--- config.mk ---
export PLATFORM = sky130hd
export DESIGN_NAME = frog_input_ctrl
export DESIGN_NICKNAME = d
export VERILOG_FILES = /design/src/rtl/frog_input_ctrl.sv
export SDC_FILE = /design/constraint.sdc
export NUM_CORES = 1
export LEC_CHECK = 0
export BUFFER_PORTS_ARGS = -buffer_cell sky130_fd_sc_hd__clkbuf_2
export CORE_ASPECT_RATIO = 0.5
export CORE_MARGIN = 1.5
export CORE_UTILIZATION = 40
export DETAILED_ROUTE_END_ITERATION = 16
export PLACE_DENSITY = 0.56
export SKIP_CTS_REPAIR_TIMING = 1
export SLEW_MARGIN = 20
export SYNTH_ARGS = -nofsm -noshare
export SYNTH_HDL_FRONTEND = slang
export SYNTH_SLANG_ARGS = --single-unit
export TNS_END_PERCENT = 100
--- constraint.sdc ---
create_clock -name clk -period 3.1 [get_ports clk]
set_input_delay 0.93 -clock clk [delete_from_list [all_inputs] [get_ports clk]]
set_output_delay 0.93 -clock clk [all_outputs]
set_load 0.05 [all_outputs]
--- src/rtl/frog_input_ctrl.sv ---
// Player switch front-end: 2-flop synchronizer, per-switch debouncer, press/auto-repeat
// event generation, four-switch combo detection and a one-entry valid/ready move buffer.
module frog_input_ctrl #(
    parameter int DEBOUNCE_CYCLES = 250000,
    parameter int REPEAT_DELAY    = 6250000,
    parameter int REPEAT_PERIOD   = 3125000
) (
    input  logic       clk,
    input  logic       reset_n,
    input  logic       switch1,
    input  logic       switch2,
    input  logic       switch3,
    input  logic       switch4,
    output logic       move_valid,
    output logic [1:0] move_dir,
    input  logic       move_ready,
    output logic       combo_reset,
    output logic [3:0] switches_stable
);

    localparam int CNT_W   = $clog2(DEBOUNCE_CYCLES + 1);
    localparam int RPT_MAX = (REPEAT_DELAY > REPEAT_PERIOD) ? REPEAT_DELAY : REPEAT_PERIOD;
    localparam int RPT_W   = $clog2(RPT_MAX + 1);

    localparam logic [CNT_W-1:0] DB_LAST   = CNT_W'(DEBOUNCE_CYCLES - 1);
    localparam logic [RPT_W-1:0] RPT_FIRST = RPT_W'(REPEAT_DELAY);
    localparam logic [RPT_W-1:0] RPT_NEXT  = RPT_W'(REPEAT_PERIOD);
    localparam logic             RPT_EN    = (REPEAT_DELAY != 0);

    typedef enum logic {
        BUF_EMPTY,
        BUF_FULL
    } buf_state_t;

    // Lowest index wins: up > down > left > right.
    function automatic logic [1:0] prio_dir(input logic [3:0] v);
        logic [1:0] d;
        d = 2'd3;
        if (v[2]) d = 2'd2;
        if (v[1]) d = 2'd1;
        if (v[0]) d = 2'd0;
        return d;
    endfunction

    logic [3:0]       sw_raw;
    logic [3:0]       sync_p0;
    logic [3:0]       sync_p1;
    logic [CNT_W-1:0] db_cnt [4];
    logic [3:0]       stable_p2;
    logic [3:0]       stable_p3;

    logic             armed;
    logic             rpt_active;
    logic             rpt_first;
    logic [RPT_W-1:0] rpt_cnt;
    buf_state_t       buf_state;

    logic [3:0]       rise;
    logic             chg;
    logic             onehot;
    logic             combo_evt;
    logic             press_evt;
    logic             rpt_evt;
    logic             evt;
    logic [1:0]       evt_dir;
    logic [RPT_W-1:0] rpt_target;

    assign sw_raw          = {switch4, switch3, switch2, switch1};
    assign switches_stable = stable_p2;

    // Stage 0/1: synchronizer; stage 2: debounced level.
    always_ff @(posedge clk or negedge reset_n) begin
        if (!reset_n) begin
            sync_p0   <= 4'b0000;
            sync_p1   <= 4'b0000;
            stable_p2 <= 4'b0000;
            for (int i = 0; i < 4; i++) begin
                db_cnt[i] <= '0;
            end
        end else begin
            sync_p0 <= sw_raw;
            sync_p1 <= sync_p0;
            for (int i = 0; i < 4; i++) begin
                if (sync_p1[i] == stable_p2[i]) begin
                    db_cnt[i] <= '0;
                end else if (db_cnt[i] == DB_LAST) begin
                    db_cnt[i]    <= '0;
                    stable_p2[i] <= ~stable_p2[i];
                end else begin
                    db_cnt[i] <= db_cnt[i] + 1'b1;
                end
            end
        end
    end

    always_comb begin
        rise       = stable_p2 & ~stable_p3;
        chg        = (stable_p2 != stable_p3);
        onehot     = $onehot(stable_p2);
        combo_evt  = armed && chg && (stable_p2 == 4'b1111);
        press_evt  = armed && (rise != 4'b0000) && !combo_evt;
        rpt_target = rpt_first ? RPT_FIRST : RPT_NEXT;
        // A vector change in the same cycle pre-empts a due repeat.
        rpt_evt    = RPT_EN && armed && rpt_active && !chg && (rpt_cnt == rpt_target);
        evt        = press_evt || rpt_evt;
        evt_dir    = prio_dir(press_evt ? rise : stable_p2);
    end

    // Stage 3: repeat timer, counting cycles since the last press or repeat event.
    always_ff @(posedge clk or negedge reset_n) begin
        if (!reset_n) begin
            rpt_active <= 1'b0;
            rpt_first  <= 1'b1;
            rpt_cnt    <= '0;
        end else if (chg) begin
            rpt_active <= RPT_EN && press_evt && onehot;
            rpt_first  <= 1'b1;
            rpt_cnt    <= RPT_W'(1);
        end else if (rpt_active) begin
            if (rpt_evt) begin
                rpt_first <= 1'b0;
                rpt_cnt   <= RPT_W'(1);
            end else begin
                rpt_cnt <= rpt_cnt + 1'b1;
            end
        end
    end

    // Stage 3: combo arming and the one-entry output buffer.
    always_ff @(posedge clk or negedge reset_n) begin
        if (!reset_n) begin
            stable_p3   <= 4'b0000;
            armed       <= 1'b1;
            combo_reset <= 1'b0;
            buf_state   <= BUF_EMPTY;
            move_valid  <= 1'b0;
            move_dir    <= 2'd0;
        end else begin
            stable_p3   <= stable_p2;
            combo_reset <= combo_evt;
            if (combo_evt) begin
                armed <= 1'b0;
            end else if (stable_p2 == 4'b0000) begin
                armed <= 1'b1;
            end

            if (combo_evt) begin
                buf_state  <= BUF_EMPTY;
                move_valid <= 1'b0;
            end else begin
                case (buf_state)
                    BUF_EMPTY: begin
                        if (evt) begin
                            buf_state  <= BUF_FULL;
                            move_valid <= 1'b1;
                            move_dir   <= evt_dir;
                        end
                    end
                    BUF_FULL: begin
                        // Without move_ready a new event is dropped so move_dir stays stable.
                        if (move_ready) begin
                            if (evt) begin
                                move_dir <= evt_dir;
                            end else begin
                                buf_state  <= BUF_EMPTY;
                                move_valid <= 1'b0;
                            end
                        end
                    end
                    default: begin
                        buf_state  <= BUF_EMPTY;
                        move_valid <= 1'b0;
                    end
                endcase
            end
        end
    end

endmodule

==> qor.txt <==
Finish-stage setup viols = 0
Final Cell Area = 6870 sq um
Number of antenna violations at the first check in global routing = 0
Top cell type by total area after synthesis = dfrtp_1
Static Leak = 2.89 nW
Proportion of layout cells with a drive suffix above 1 = 11.6%
Worst-Margin Slew = 0.724 ns
Count of flip-flops with a built-in enable after synthesis = 0
Final critical-path share of the clock period = 84.9%
Per-cell via count in the routed design = 5.15
Origin of the worst min-delay path = sync_p0[1]
Overall routed net length = 11700 microns
Final estimated routing congestion in global placement = 0.808
Clock share of power = 53.7%
Top cell family by delay on the critical path = simple AND/OR/NAND/NOR gates
Combinational power share = 2.3%
Pwr Density = 526 nW/um^2
Met3 layer usage reported by global route = 3.43%
Slowest stage cell, crit path = dfrtp_1
Mean Syn Cell Area = 9.59 sq um
Ys flop type = dfrtp_1
Worst hold-check path type = reg2reg
Largest net degree at the start of global routing = 48
Number of distinct library cells after synthesis = 63
Final total negative setup slack = 0 ns
Die height = 89.8 microns
Maximum VDD drop = 0.382 mV
Endpoint class of the critical path = flip-flop
Post-synthesis net count = 650
Initial standard-cell utilization of the core = 41.3%
Run status = finished clean
CTS H-tree lvls = 4
Worst path arrival time = 2.92 ns
Share of the synthesized area in compound gates (AO/OA/AOI/OAI) = 5.55%
Clk Latency, worst-skew pair = 0.41 ns
Simple-Gate Fraction of Synth Area = 27.1%
Number of fillers in the final layout = 1399
Die outline width = 177 microns
Die footprint = 15800 sq um
Flip-flop and latch count after synthesis = 119
Max Fanout on Critical Path = 9
Total of buffers placed on input and output ports = 14
Number of CTS-inserted buffers = 17
Maximum count of clock buffers along a single path = 2
Number of clock sinks seen by CTS = 119
Switching part of the total power = 22.9%
Number of rows in the core area = 31
Highest cell delay on the worst timing path = 0.47 ns
Placeable core region = 14600 sq um
Largest family of logic cells by synthesized area = simple AND/OR/NAND/NOR gates
Detail-routed net length per standard cell = 13.7 microns
Met1 track demand over resource = 23.8%
Critical path buffers and inverters = 0
Number of I/O pins = 15
Antenna diodes = 0
Period minus WS final = 2.63 ns
Crit-path cells = ha_1 -> and4_1 -> nand2_1 -> nor4_4 -> mux2_2 -> o221a_2
Library cell used as clock root buffer = clkbuf_16
Cell count after synthesis = 628
Achievable Freq = 380 MHz
Launch instance of the worst register-to-register path = switches_stable[1]
Area occupied by multi-input gates = 2810 sq um
Top cell type's share of synthesized area = 48.6%
Post-synthesis xor/xnor area fraction = 10.0%
Mux share of post-synthesis cell area = 0.706%
Cell area reported after detailed placement = 6290 sq um
Number of global-route vias before repair = 4248
M2 GR Usage = 24.0%
Total number of nets in the final design = 668
Adder-cell share of the synthesized area = 3.24%
Area occupied by registers = 2980 sq um
Portion of total power attributed to sequential cells = 44.0%
Worst slew margin = 51.7%
P_sw = 0.000828 W
Iteration count of the initial detailed-routing pass = 4
Number of slew-limit violations in the final report = 0
Synth warn = 0
Post-detail-place hpwl = 8010 microns
Vias post-DR = 4407
Path type of the worst setup path = reg2reg
Critical path launch point = switches_stable[1]
Post-Synthesis Cell Area = 6020 sq um
Most instantiated library cell after synthesis = dfrtp_1
Synthesis-to-layout area growth = 14.0%
Ranking of synthesized cells by instance count = dfrtp_1, nor2_1, nand3_1, nand2_1, xnor2_1
Busiest metal layer after global routing = met2
Launching element type of the critical path = flip-flop
Number of DRC markers in iteration 0 = 228
Async set-reset flop share out of synthesis = 100%
Share of the yosys chip area belonging to registers = 49.5%
Count of max-cap constraint violations = 0
GR Util All Layers = 16.3%
Largest cells by area after synthesis = dfrtp_1, nor2_1, xnor2_1
Global-route wire length before repair = 20900 microns
Detailed-route DRC error count = 0
Post-route antenna net violation count = 0
Clock edge transition at the registers on the reported setup and hold paths = 0.06 ns
Hold Vio Cnt, Final = 0
Required time at the worst-slack endpoint = 3.39 ns
Remaining Overflow, GRT = 0
Unrepaired setup endpoints after global routing = no
Fin Clk Skew = 0.00907 ns
Cell-internal power = 0.00278 W
Clock tree from TritonCTS = built
layout make-up:
type	instances	area share (%)
flip-flops and latches	119	43.4
clock inverters	13	2.15
well taps	198	3.61
clock buffers	18	6.25
repair buffers	21	2.00
inverters	32	1.75
multi-input cells	455	40.8
per-layer routing:
metal	vias up	part of all wire, %	wire length [microns]
met3	13	2.3	274
met1	2121	54	6270
met2	50	43	5020
met5	-	0	0
met4	0	1.3	149
li1	2223	-	-
final timing paths:
kind / to / slack (ns) / cells after the start
worst min-delay path: sync_p1[1] / 0.35 / 0
min in group asynchronous: db_cnt[54] / 0.49 / 1
worst min register to register: sync_p1[1] / 0.35 / 0
worst max register to register: move_dir[0] / 0.47 / 6
max in group asynchronous: armed / 1.91 / 2
worst max-delay path: move_dir[0] / 0.47 / 6
kinds of logic after synthesis:
kind of cell / after synthesis
and+or+nand+nor: 321
DFF: 119
xor gates and xnor gates: 69
buffers and inverters: 54
AOI/OAI and AO/OA: 46
adders and majority gates: 15
muxes: 4
worst register-to-register path, delay by kind of cell, from the launching register on:
family | cells | cell delay (ns)
adders and majority gates | 1 | 0.34
and+or+nand+nor | 3 | 1.08
DFF | 1 | 0.47
muxes | 1 | 0.38
AOI/OAI and AO/OA | 1 | 0.24
state kept, by name, indices dropped and copies added, names as in the netlist:
signal,cells
buf_state,1
sync_p0,4
db_cnt,72
rpt_active,1
move_dir,2
rpt_first,1
sync_p1,4
stable_p3,4
armed,1
move_valid,1
switches_stable,4
combo_reset,1
rpt_cnt,23
per-stage QoR:
stage	instances	utilization, %	power (W)	setup WS, ns	hold WS (ns)
2_1_floorplan	628	-	0.00165	0.454	0.331
3_3_place_gp	825	43.1	0.00170	0.561	0.333
3_5_place_dp	825	43.1	0.00171	0.429	0.337
4_1_cts	856	47.1	0.00365	0.427	0.350
5_1_grt	856	47.1	0.00374	0.239	0.354
6_report	856	47.1	0.00361	0.468	0.349
power groups by stage:
stage	sequential [W]	combinational (W)	clock, W
after floorplan	0.00162	0.0000373	0
after global placement	0.00162	0.0000881	0
after detailed placement	0.00162	0.0000892	0
after CTS	0.00159	0.0000891	0.00198
after global routing	0.00159	0.000101	0.00205
final	0.00159	0.0000843	0.00194
placed cells by master, fill, tap and decap left out, types with 5 or more instances in the layout:
cell type / synthesis / layout
o21ai_0: 9 / 9
inv_1: 32 / 32
dfrtp_1: 117 / 117
nor4_1: 17 / 17
or2_2: 6 / 6
nor3_1: 11 / 11
clkbuf_16: 0 / 17
or3_1: 5 / 5
nor2_1: 106 / 106
clkbuf_2: 1 / 13
xnor2_1: 36 / 36
a31oi_1: 7 / 7
nand4_1: 32 / 32
nand2_1: 50 / 50
xor2_1: 33 / 33
ha_1: 14 / 14
buf_4: 2 / 7
nand3_1: 51 / 51
nand2b_1: 8 / 8
Note: power is estimated with default switching activity, not from simulation.
